<file path="src/rtl/apb_slave_mux_ctrl.sv">
// apb_slave_mux_ctrl
//   Fabric-side APB3 controller sitting between the MSS APB master port and
//   up to NUM_SLV fabric peripherals. Decodes the master address into a
//   one-hot slave select, returns the selected slave's response, aborts any
//   transfer whose slave holds PREADY low for TIMEOUT access cycles, and
//   keeps a sticky record of the last slave that timed out.
//
// Ports
//   FAB_CLK, M2F_RESET_N        clock (rising edge), async active-low reset
//   MSSPSEL/ENABLE/WRITE/ADDR/WDATA   APB3 request from the MSS
//   MSSPRDATA/READY/SLVERR      APB3 response to the MSS
//   S_PSEL                      one-hot slave select
//   S_PENABLE/PWRITE/PADDR/PWDATA    broadcast request to all slaves
//   S_PRDATA/PREADY/PSLVERR     per-slave responses (PRDATA packed 32b/slave)
//   TO_FLAG, TO_IDX             sticky timeout status and offending slave
//   TO_CLR                      single-cycle clear of TO_FLAG
module apb_slave_mux_ctrl #(
  parameter int unsigned NUM_SLV = 4,
  parameter int unsigned SEL_LSB = 8,
  parameter int unsigned SEL_W   = 3,
  parameter int unsigned TIMEOUT = 255,
  parameter int unsigned CNT_W   = 16
) (
  input  logic                    FAB_CLK,
  input  logic                    M2F_RESET_N,
  input  logic                    MSSPSEL,
  input  logic                    MSSPENABLE,
  input  logic                    MSSPWRITE,
  input  logic [31:0]             MSSPADDR,
  input  logic [31:0]             MSSPWDATA,
  output logic [31:0]             MSSPRDATA,
  output logic                    MSSPREADY,
  output logic                    MSSPSLVERR,
  output logic [NUM_SLV-1:0]      S_PSEL,
  output logic                    S_PENABLE,
  output logic                    S_PWRITE,
  output logic [SEL_LSB-1:0]      S_PADDR,
  output logic [31:0]             S_PWDATA,
  input  logic [NUM_SLV*32-1:0]   S_PRDATA,
  input  logic [NUM_SLV-1:0]      S_PREADY,
  input  logic [NUM_SLV-1:0]      S_PSLVERR,
  output logic                    TO_FLAG,
  output logic [SEL_W-1:0]        TO_IDX,
  input  logic                    TO_CLR
);

  localparam int unsigned TOP_LSB = SEL_LSB + SEL_W;

  typedef enum logic [1:0] {
    IDLE   = 2'd0,
    SETUP  = 2'd1,
    ACCESS = 2'd2,
    ABORT  = 2'd3
  } state_e;

  state_e            state_q;
  logic [SEL_W-1:0]  idx_q;
  logic              mapped_q;
  logic [CNT_W-1:0]  cnt_q;
  logic              to_flag_q;
  logic [SEL_W-1:0]  to_idx_q;

  logic [SEL_W-1:0]  idx;
  logic              mapped;
  logic              sl_rdy;
  logic              sl_err;
  logic [31:0]       sl_rdata;
  logic              sel_phase;

  // Address decode on the live master address.
  assign idx    = MSSPADDR[TOP_LSB-1:SEL_LSB];
  assign mapped = (32'(idx) < NUM_SLV) && (MSSPADDR[31:TOP_LSB] == '0);

  assign sel_phase = (state_q == SETUP) || (state_q == ACCESS);

  // Broadcast request paths.
  assign S_PENABLE = MSSPENABLE & MSSPSEL & mapped & (state_q != ABORT);
  assign S_PWRITE  = MSSPWRITE;
  assign S_PWDATA  = MSSPWDATA;
  assign S_PADDR   = MSSPADDR[SEL_LSB-1:0];

  assign TO_FLAG = to_flag_q;
  assign TO_IDX  = to_idx_q;

  // One-hot select from the live index; comparing against each slave number
  // keeps unmapped indices from ever producing an out-of-range bit select.
  always_comb begin
    S_PSEL = '0;
    for (int unsigned i = 0; i < NUM_SLV; i++) begin
      S_PSEL[i] = MSSPSEL && mapped && sel_phase && (idx == SEL_W'(i));
    end
  end

  // Response of the slave latched at the start of the transfer.
  always_comb begin
    sl_rdy   = 1'b0;
    sl_err   = 1'b0;
    sl_rdata = '0;
    for (int unsigned i = 0; i < NUM_SLV; i++) begin
      if (idx_q == SEL_W'(i)) begin
        sl_rdy   = S_PREADY[i];
        sl_err   = S_PSLVERR[i];
        sl_rdata = S_PRDATA[32*i +: 32];
      end
    end
  end

  // Master-side response is decided by state; READY must follow the slave in
  // the same cycle, so it cannot come from a register.
  always_comb begin
    MSSPREADY  = 1'b0;
    MSSPSLVERR = 1'b0;
    MSSPRDATA  = '0;
    case (state_q)
      ACCESS: begin
        if (mapped_q) begin
          MSSPREADY  = sl_rdy;
          MSSPSLVERR = sl_err & sl_rdy;
          MSSPRDATA  = sl_rdy ? sl_rdata : '0;
        end else begin
          MSSPREADY  = 1'b1;
          MSSPSLVERR = 1'b1;
        end
      end
      ABORT: begin
        MSSPREADY  = 1'b1;
        MSSPSLVERR = 1'b1;
        MSSPRDATA  = 32'hDEAD_0000 | 32'(idx_q);
      end
      default: ;
    endcase
  end

  // Transfer FSM, wait counter and sticky timeout status.
  // A completed transfer always returns to IDLE; a back-to-back setup cycle
  // from the master is then caught by IDLE on the following cycle, which
  // gives every transfer the same phase alignment as one started from rest.
  always_ff @(posedge FAB_CLK or negedge M2F_RESET_N) begin
    if (!M2F_RESET_N) begin
      state_q   <= IDLE;
      idx_q     <= '0;
      mapped_q  <= 1'b0;
      cnt_q     <= '0;
      to_flag_q <= 1'b0;
      to_idx_q  <= '0;
    end else begin
      // A clear is overridden by an abort in the same cycle (assigned below).
      if (TO_CLR) begin
        to_flag_q <= 1'b0;
      end
      case (state_q)
        IDLE: begin
          if (MSSPSEL && !MSSPENABLE) begin
            state_q  <= SETUP;
            idx_q    <= idx;
            mapped_q <= mapped;
            cnt_q    <= '0;
          end
        end
        SETUP: begin
          state_q <= ACCESS;
        end
        ACCESS: begin
          if (!MSSPSEL || !mapped_q || sl_rdy) begin
            state_q <= IDLE;
          end else begin
            if (cnt_q != '1) begin
              cnt_q <= cnt_q + CNT_W'(1);
            end
            if (cnt_q >= CNT_W'(TIMEOUT - 1)) begin
              state_q <= ABORT;
            end
          end
        end
        ABORT: begin
          state_q   <= IDLE;
          to_flag_q <= 1'b1;
          to_idx_q  <= idx_q;
        end
        default: state_q <= IDLE;
      endcase
    end
  end

endmodule

</file>
<file path="config.mk">
export PLATFORM = sky130hd
export DESIGN_NAME = apb_slave_mux_ctrl
export DESIGN_NICKNAME = d
export VERILOG_FILES = /design/src/rtl/apb_slave_mux_ctrl.sv
export SDC_FILE = /design/constraint.sdc
export NUM_CORES = 1
export LEC_CHECK = 0
export ABC_CLOCK_PERIOD_IN_PS = 6500
export CAP_MARGIN = 20
export CELL_PAD_IN_SITES_DETAIL_PLACEMENT = 1
export CELL_PAD_IN_SITES_GLOBAL_PLACEMENT = 1
export CORE_AREA = 2 2 112 114
export DETAILED_ROUTE_END_ITERATION = 7
export DIE_AREA = 0 0 114 116
export DONT_BUFFER_PORTS = 1
export GPL_ROUTABILITY_DRIVEN = 1
export PLACE_DENSITY_LB_ADDON = 0.1
export SYNTH_ARGS = -nofsm -noshare
export SYNTH_HDL_FRONTEND = slang
export SYNTH_SLANG_ARGS = --single-unit
</file>
<file path="constraint.sdc">
create_clock -name FAB_CLK -period 6.5 [get_ports FAB_CLK]
set_clock_uncertainty 0.05 [all_clocks]
set_input_delay 0.65 -clock FAB_CLK [delete_from_list [all_inputs] [get_ports FAB_CLK]]
set_output_delay 0.65 -clock FAB_CLK [all_outputs]
set_load 0.005 [all_outputs]
</file>
==> run_results.csv, run 1 <==
group,metric,value,unit
sta,setup-tns-final,0,ns
synth,yosysWarnings,0,
finish,diodes,0,
global_routing,grt_pass1_wl,17.0,mm
routing,initialDrtViolationCount,178,
finish,drive_gt1_frac,0.0578,
pwr,vdd_drop_max,0.128,mV
floorplanning,io_pins,290,
pwr,power.density,340,nW/um2
sta,rsz0062_at_grt,"no",
routing,vias,2910,
sta,tightest_slew,0.995,ns
setup_path,worstPathMaxFanout,68,
synth,syn_area,3110,um2
clocking,cts_resized,0,
finish,utilization,0.247,
synth,synth_ff_type,"dfrtp_1",
sta,maxSlewViolCount,0,
finish,final_common_cell,"nand3_1",
routing,wl,12.0,mm
place,dp_hpwl,9.20,mm
setup_path,reg2reg_slack,3.88,ns
sta,fin_crit,3.90,ns
run_status,status,"finished clean",
pwr,p_leak,0.00114,uW
place,dpl_cell_area,2860,um2
job,maxCapViolCount,0,
setup_path,cpMostUsedCell,"buf_4",
finish,final_area,2940,um2
floorplanning,dieArea,13200,um2
setup_path,worst_setup_path_start_kind,"flop",
setup_path,critical_path_class,"flop to primary output",
synth,syn_avg_cell_area,7.86,um2
global_routing,overflow,0,
floorplanning,start_util,0.261,
routing,drt-vias-per-instance,6.11,
synth,yosysUniqueCellTypes,47,
floorplanning,rows,40,
clocking,cts_max_level,1,
floorplanning,die_h,116,um
clocking,hold_buffers,0,
setup_path,cpMaxStageDelayCell,"nand3_1",
setup_path,cp.required,5.80,ns
clocking,cts_buffer_depth,2,
sta,hold_viol,0,
synth,synthCells,396,
floorplanning,core_area,11900,um2
synth,ys_seq_area_frac,0.209,
routing,drt_first_pass_iters,4,
global_routing,grt_max_degree,69,
setup_path,crit_path_end_kind,"primary output",
clocking,clk_latency,0.26,ns
place,port_buffers,0,
routing,drcViolationCount,0,
sta,setup_violations,0,
clocking,cts_setup_buffers,0,
clocking,cts_tree,"done",
min_path,hp-class,"input pin to async pin",
global_routing,grt_pass1_vias,2871,
pwr,power,1000,uW
sta,post-route-period-util,0.600,
floorplanning,die_w,114,um
synth,synth_nets,608,
routing,ant_nets,0,
synth,synthArstFlopShare,1.00,
place,place_congestion,0.682,
sta,fmax,256,MHz
synth,synth-edff-count,0,
clocking,cts_made_buffers,3,
clocking,cts_root_buf,"clkbuf_16",
finish,final_cell_mix,"nand3_1 (25), dfrtp_1 (24), o22ai_1 (23), nand2_1 (22), o21ai_0 (21)",
clocking,cts_sinks,26,
finish,area_delta_synth_final,-5.47,%
routing,wire_per_inst,25.3,um
synth,synth_seq_cells,26,
finish,final_nets,542,
setup_path,crit_chain,"buf_4 -> mux2i_1 -> o22ai_1 -> buf_4 -> nand3_1 -> nor3_1 -> a21o_1",
global_routing,antenna_found_initial,0,
clocking,clk_pin_slew_worst_paths,0.07,ns
sta,hold_ws,0.0227,ns
sta,max_slew_margin,0.337,
setup_path,critPathMaxStageDelay,0.68,ns
global_routing,grt_use_total,0.164,
setup_path,worst_ep_arrival_time,3.20,ns
[synthesized netlist by cell type, types with 8 or more instances]
cell,count,share of area
a211oi_1,18,0.043
a41o_1,10,0.032
buf_4,43,0.10
clkbuf_1,23,0.028
dfrtp_1,26,0.21
inv_1,11,0.013
mux2i_1,12,0.039
nand2_1,22,0.027
nand2b_1,8,0.016
nand3_1,25,0.040
nand4_1,8,0.016
nor2b_1,20,0.040
nor3_1,20,0.032
nor4_1,9,0.018
o21ai_0,21,0.034
o221ai_1,12,0.034
o22ai_1,23,0.046
or4b_1,9,0.029
[per-layer routing]
| metal | vias to the layer above | routed length [um] | GRT usage |
|---|---|---|---|
| li1 | 1338 | - | - |
| met1 | 1446 | 5100 | 0.215 |
| met2 | 120 | 6180 | 0.295 |
| met3 | 6 | 718 | 0.0251 |
| met4 | 0 | 32 | 0.0220 |
| met5 | - | 0 | 0 |
[final timing paths]
kind | startpoint | cells after the start | endpoint
max | idx_q[1]$_DFFE_PN0P_ | 7 | MSSPRDATA[0]
max reg2reg | idx_q[1]$_DFFE_PN0P_ | 6 | cnt_q[13]$_DFFE_PN0P_
max in group asynchronous | M2F_RESET_N | 0 | idx_q[0]$_DFFE_PN0P_
min in group FAB_CLK | TO_FLAG$_DFFE_PN0P_ | 1 | TO_FLAG$_DFFE_PN0P_
min | M2F_RESET_N | 0 | TO_FLAG$_DFFE_PN0P_
min reg2reg | TO_FLAG$_DFFE_PN0P_ | 1 | TO_FLAG$_DFFE_PN0P_
[cell type report]
cell class              instances  area [um2]
well taps                     147         184
clock buffers                   4        78.8
multi-input cells             285        1960
fillers                      1420        8970
flip-flops and latches         26         653
inverters                      11        41.3
repair buffers                  3        22.5
[flip-flops by register name, summed over array words and instances, names as in the netlist]
signal,cells
TO_IDX,3
mapped_q,1
idx_q,3
state_q,2
cnt_q,16
TO_FLAG,1
[logic make-up (layout without fill, tap and decap cells)]
group,Yosys count,count (layout),synth area share
AOI/OAI and AO/OA,109,109,0.260
adders and majority gates,6,6,0.0241
buffers and inverters,85,18,0.160
DFF,26,26,0.209
muxes,19,19,0.0647
and+or+nand+nor,151,151,0.282
[metrics by stage]
| step | instances | worst slack, ns |
|---|---|---|
| 2_1_floorplan | 396 | 4.14 |
| 3_3_place_gp | 472 | 2.99 |
| 3_5_place_dp | 472 | 2.79 |
| 4_1_cts | 476 | 2.49 |
| 5_1_grt | 476 | 2.31 |
| 6_report | 476 | 2.60 |
[power by group]
part	internal [uW]	total (uW)	switching, uW
sequential	194	278	83.8
combinational	222	576	354
clock	84.2	146	61.7
total	501	1000	500
[worst max-delay path, delay by kind of cell, from the launching register on]
family          cells  cell delay [ns]
flops               1             0.42
mux                 1             0.23
buf+inv             2             0.84
simple gates        2             1.08
compound gates      2             0.34
Power figures use the tool's default switching activity.
==> inputs of run 2 (changes only) <==
--- a/config.mk
+++ b/config.mk
@@ -5,7 +5,7 @@
 export SDC_FILE = /design/constraint.sdc
 export NUM_CORES = 1
 export LEC_CHECK = 0
-export ABC_CLOCK_PERIOD_IN_PS = 6500
+export ABC_CLOCK_PERIOD_IN_PS = 3400
 export CAP_MARGIN = 20
 export CELL_PAD_IN_SITES_DETAIL_PLACEMENT = 1
 export CELL_PAD_IN_SITES_GLOBAL_PLACEMENT = 1
==> constraint.sdc (replaced) <==
create_clock -name FAB_CLK -period 3.4 [get_ports FAB_CLK]
set_clock_uncertainty 0.05 [all_clocks]
set_input_delay 0.34 -clock FAB_CLK [delete_from_list [all_inputs] [get_ports FAB_CLK]]
set_output_delay 0.34 -clock FAB_CLK [all_outputs]
set_load 0.005 [all_outputs]
==> run_results.csv, run 2 (synthesized netlist as in run 1, its figures left out) <==
group,metric,value,unit
clocking,cts_setup_buffers,0,
routing,drt-vias-per-instance,5.93,
finish,drive_gt1_frac,0.0909,
clocking,cts_tree,"done",
clocking,cts_sinks,26,
setup_path,worstPathMaxFanout,46,
sta,fmax,355,MHz
finish,diodes,0,
setup_path,crit_path_end_kind,"primary output",
setup_path,crit_end,"MSSPRDATA[5]",
sta,hold_ws,0.171,ns
global_routing,overflow,0,
pwr,p_leak,0.00121,uW
setup_path,r2r_cells,6,
floorplanning,die_h,116,um
finish,area_delta_synth_final,-1.77,%
routing,met2WireLength,6.08,mm
setup_path,r2r_start,"state_q[0]$_DFFE_PN0P_",
routing,wl_met3,603,um
global_routing,grt_pass1_vias,2867,
routing,drt_first_pass_iters,4,
sta,setup_violations,0,
global_routing,grt_max_degree,58,
sta,setup-tns-final,0,ns
min_path,hp-class,"input pin to flop",
floorplanning,rows,40,
setup_path,reg2reg_slack,0.97,ns
routing,top_layer,"met4",
finish,largest_reg_flops,16,
routing,wl,11.9,mm
clocking,cts_max_level,1,
global_routing,grt_pass1_wl,16.6,mm
setup_path,crit_start,"idx_q[0]$_DFFE_PN0P_",
global_routing,grt_use_total,0.160,
setup_path,worst_ep_arrival_time,2.42,ns
place,dp_hpwl,9.22,mm
place,place_congestion,0.694,
clocking,clk_latency,0.27,ns
clocking,cts_root_buf,"clkbuf_16",
routing,wire_per_inst,24.3,um
run_status,status,"finished clean",
floorplanning,die_w,114,um
place,port_buffers,0,
setup_path,worst_setup_path_start_kind,"flop",
clocking,cts_resized,0,
routing,vias,2894,
sta,tightest_slew,0.796,ns
routing,ant_nets,0,
sta,maxSlewViolCount,0,
clocking,clk_pin_slew_worst_paths,0.07,ns
pwr,power.density,634,nW/um2
floorplanning,dieArea,13200,um2
finish,final_cell_mix,"nand3_1 (25), dfrtp_1 (24), o22ai_1 (23), nand2_1 (22), o21ai_0 (21)",
sta,max_slew_margin,0.468,
routing,initialDrtViolationCount,149,
setup_path,critical_path_class,"flop to primary output",
finish,regMostFlops,"cnt_q",
floorplanning,core_area,11900,um2
finish,final_nets,554,
setup_path,cp.required,3.01,ns
sta,rsz0062_at_grt,"no",
routing,drcViolationCount,0,
finish,final_common_cell,"nand3_1",
global_routing,antenna_found_initial,0,
sta,post-route-period-util,0.828,
sta,fin_crit,2.81,ns
sta,hold_viol,0,
pwr,vdd_drop_max,0.233,mV
clocking,hold_buffers,2,
job,maxCapViolCount,0,
routing,wl_met1,5.08,mm
clocking,cts_made_buffers,3,
clocking,cts_buffer_depth,2,
floorplanning,io_pins,290,
floorplanning,start_util,0.261,
setup_path,regToRegEndpoint,"cnt_q[2]$_DFFE_PN0P_",
==> run 2: cell count changes in the layout (fill, tap and decap cells not counted), sizes merged <==
cell,before,now
buf,3,14
dlygate4sd3,0,1
==> run 2: power by group <==
group	switching, uW	internal (uW)	leakage [uW]	total [uW]
Clock	116	181	0.0000442	297
Sequential	101	373	0.000346	474
Combinational	725	442	0.000820	1170
==> run 2: final cells by class <==
type	count	area, um2
Clock buffer	4	88.8
Fill cell	1456	8850
Inverter	11	41.3
Multi-Input combinational cell	285	1960
Sequential cell	26	653
Tap cell	147	184
Timing Repair Buffer	15	128
==> run 2: stage by stage <==
stage | util | total power, uW | cell area (um2) | instances | worst slack, ns
final | 0.257 | 1940 | 3060 | 488 | 0.586
after global routing | 0.257 | 2120 | 3060 | 488 | 0.353
after detailed placement | 0.247 | 1660 | 2940 | 482 | 0.875
after global placement | 0.247 | 1630 | 2940 | 482 | 0.877
after floorplan | - | 1440 | 3110 | 396 | 1.27
after CTS | 0.257 | 1980 | 3060 | 488 | 0.560
==> run 2: worst min-delay path by stage <==
stage	startpoint	cells past startpoint	to	slack (ns)
after floorplan	M2F_RESET_N	0	TO_FLAG$_DFFE_PN0P_	-0.006
after detailed placement	M2F_RESET_N	0	cnt_q[3]$_DFFE_PN0P_	-0.004
after global routing	MSSPADDR[10]	1	idx_q[2]$_DFFE_PN0P_	0.17
final	MSSPADDR[8]	1	idx_q[0]$_DFFE_PN0P_	0.17
after global placement	M2F_RESET_N	0	cnt_q[2]$_DFFE_PN0P_	-0.004
after CTS	MSSPADDR[8]	1	idx_q[0]$_DFFE_PN0P_	0.16
==> run 2: worst max-delay path: stages, from the launching register on <==
cell and delay, ns:
dfrtp_2 0.44, buf_4 0.43, nand3b_1 0.65, o22ai_1 0.40, nor3_1 0.07, buf_4 0.14
==> run 2: routing by layer <==
| metal | vias up | GRT usage |
|---|---|---|
| li1 | 1368 | - |
| met1 | 1401 | 0.208 |
| met2 | 114 | 0.285 |
| met3 | 11 | 0.0241 |
| met4 | 0 | 0.0285 |
| met5 | - | 0 |
==> inputs of run 3 (changes only) <==
--- a/config.mk
+++ b/config.mk
@@ -5,13 +5,13 @@
 export SDC_FILE = /design/constraint.sdc
 export NUM_CORES = 1
 export LEC_CHECK = 0
-export ABC_CLOCK_PERIOD_IN_PS = 3400
+export ABC_CLOCK_PERIOD_IN_PS = 2800
 export CAP_MARGIN = 20
 export CELL_PAD_IN_SITES_DETAIL_PLACEMENT = 1
 export CELL_PAD_IN_SITES_GLOBAL_PLACEMENT = 1
-export CORE_AREA = 2 2 112 114
+export CORE_AREA = 2 2 113 115
 export DETAILED_ROUTE_END_ITERATION = 7
-export DIE_AREA = 0 0 114 116
+export DIE_AREA = 0 0 115 117
 export DONT_BUFFER_PORTS = 1
 export GPL_ROUTABILITY_DRIVEN = 1
 export PLACE_DENSITY_LB_ADDON = 0.1
==> constraint.sdc (replaced) <==
create_clock -name FAB_CLK -period 2.8 [get_ports FAB_CLK]
set_clock_uncertainty 0.05 [all_clocks]
set_input_delay 0.28 -clock FAB_CLK [delete_from_list [all_inputs] [get_ports FAB_CLK]]
set_output_delay 0.28 -clock FAB_CLK [all_outputs]
set_load 0.005 [all_outputs]
==> run_results.csv, run 3 (synthesized netlist as in run 1, its figures left out) <==
group,metric,value,unit
floorplanning,dieArea,13500,um2
routing,drcViolationCount,0,
pwr,power,2400,uW
finish,largest_reg_flops,16,
clocking,clk_latency,0.26,ns
setup_path,cpMaxStageDelayCell,"dfrtp_1",
min_path,min_path_cells,1,
setup_path,r2r_cells,7,
pwr,power.density,775,nW/um2
setup_path,cp.required,2.47,ns
global_routing,grt_max_degree,66,
job,maxCapViolCount,0,
run_status,status,"finished clean",
sta,fin_crit,2.65,ns
finish,area_delta_synth_final,-0.563,%
sta,rsz0062_at_grt,"no",
min_path,hold_start,"MSSPADDR[10]",
routing,wire_per_inst,23.8,um
global_routing,grt_pass1_vias,2789,
setup_path,r2r_start,"state_q[0]$_DFFE_PN0P_",
floorplanning,rows,41,
finish,drive_gt1_frac,0.0957,
global_routing,grt_use_total,0.157,
clocking,cts_max_level,1,
setup_path,regToRegEndpoint,"cnt_q[9]$_DFFE_PN0P_",
setup_path,reg2reg_slack,0.43,ns
setup_path,worst_ep_arrival_time,2.32,ns
routing,drt-vias-per-instance,5.93,
sta,post-route-period-util,0.947,
floorplanning,start_util,0.253,
place,place_congestion,0.719,
setup_path,worstPathMaxFanout,11,
setup_path,crit_chain,"or2_2 -> o22ai_1 -> nand3_1 -> buf_4 -> o21ai_0 -> buf_4",
routing,wl,11.8,mm
finish,final_cell_mix,"dfrtp_1 (25), nand3_1 (25), o22ai_1 (23), nand2_1 (22), o21ai_0 (21)",
routing,ant_nets,0,
global_routing,grt_pass1_wl,16.6,mm
place,dp_hpwl,9.38,mm
routing,initialDrtViolationCount,164,
global_routing,overflow,0,
pwr,vdd_drop_max,0.311,mV
floorplanning,die_h,117,um
setup_path,critical_path_class,"flop to primary output",
sta,tightest_slew,0.630,ns
clocking,cts_tree,"done",
place,placed_cells,489,
clocking,cts_made_buffers,3,
clocking,cts_setup_buffers,0,
finish,regMostFlops,"cnt_q",
clocking,cts_root_buf,"clkbuf_16",
setup_path,cpMostUsedCell,"buf_4",
sta,max_slew_margin,0.580,
clocking,cts_sinks,26,
setup_path,worst_setup_path_start_kind,"flop",
sta,maxSlewViolCount,0,
sta,hold_viol,0,
finish,instances_no_fill,496,
pwr,p_leak,0.00123,uW
floorplanning,core_area,12300,um2
min_path,hold-path-endpoint,"idx_q[2]$_DFFE_PN0P_",
floorplanning,die_w,115,um
sta,setup_violations,0,
routing,vias,2941,
finish,final_nets,558,
setup_path,path_delay_family,"simple AND/OR/NAND/NOR gates",
setup_path,critPathMaxStageDelay,0.42,ns
sta,fmax,377,MHz
clocking,clk_pin_slew_worst_paths,0.07,ns
sta,hold_ws,0.115,ns
setup_path,crit_path_end_kind,"primary output",
routing,drt_first_pass_iters,4,
place,port_buffers,0,
global_routing,antenna_found_initial,1,
sta,setup-tns-final,0,ns
setup_path,critPathBufInv,2,
min_path,hp-class,"input pin to flop",
clocking,cts_buffer_depth,2,
finish,utilization,0.251,
floorplanning,io_pins,290,
[run 3: worst max-delay path by stage]
| stage | startpoint | cells after the start | to |
|---|---|---|---|
| floorplan | state_q[0]$_DFFE_PN0P_ | 8 | cnt_q[10]$_DFFE_PN0P_ |
| global placement | idx_q[2]$_DFFE_PN0P_ | 6 | MSSPRDATA[2] |
| detailed placement | state_q[0]$_DFFE_PN0P_ | 7 | cnt_q[9]$_DFFE_PN0P_ |
| CTS | idx_q[2]$_DFFE_PN0P_ | 6 | MSSPRDATA[2] |
| global route | state_q[0]$_DFFE_PN0P_ | 6 | MSSPRDATA[2] |
| finish | idx_q[2]$_DFFE_PN0P_ | 6 | MSSPRDATA[2] |
[run 3: final cells by class]
cell class	count	area, um2
timing repair buffer	19	170
fill	1479	9220
multi-input combinational	285	1960
tap	150	188
antenna	1	2.50
sequential	26	652
inverter	11	41.3
clock buffer	4	78.8
[run 3: layer usage]
layer	routed length, um	vias to the layer above	share of wire	global-route usage
li1	-	1371	-	-
met1	5310	1447	0.45	0.217
met2	5680	111	0.48	0.258
met3	699	12	0.059	0.0278
met4	133	0	0.011	0.0329
met5	0	-	0	0
[run 3: power breakdown]
part           internal, uW  leakage [uW]  switching (uW)  total [uW]
clock                   195     0.0000382             142         338
combinational           578      0.000842             930        1510
sequential              452      0.000347             101         552
total                  1230       0.00123            1170        2400
[run 3: what timing repair did]
action / in CTS / in global routing
setup endpoints to repair: 0 / 0
hold endpoints to repair: 26 / 0
resized for setup: 0 / 0
hold buffers: 2 / 0
[run 3: through the flow]
step / setup WS (ns) / instance area [um2]
6_report: 0.149 / 3100
5_1_grt: 0.0693 / 3100
4_1_cts: 0.145 / 3090
3_5_place_dp: 0.427 / 2980
3_3_place_gp: 0.466 / 2980
2_1_floorplan: 0.674 / 3110
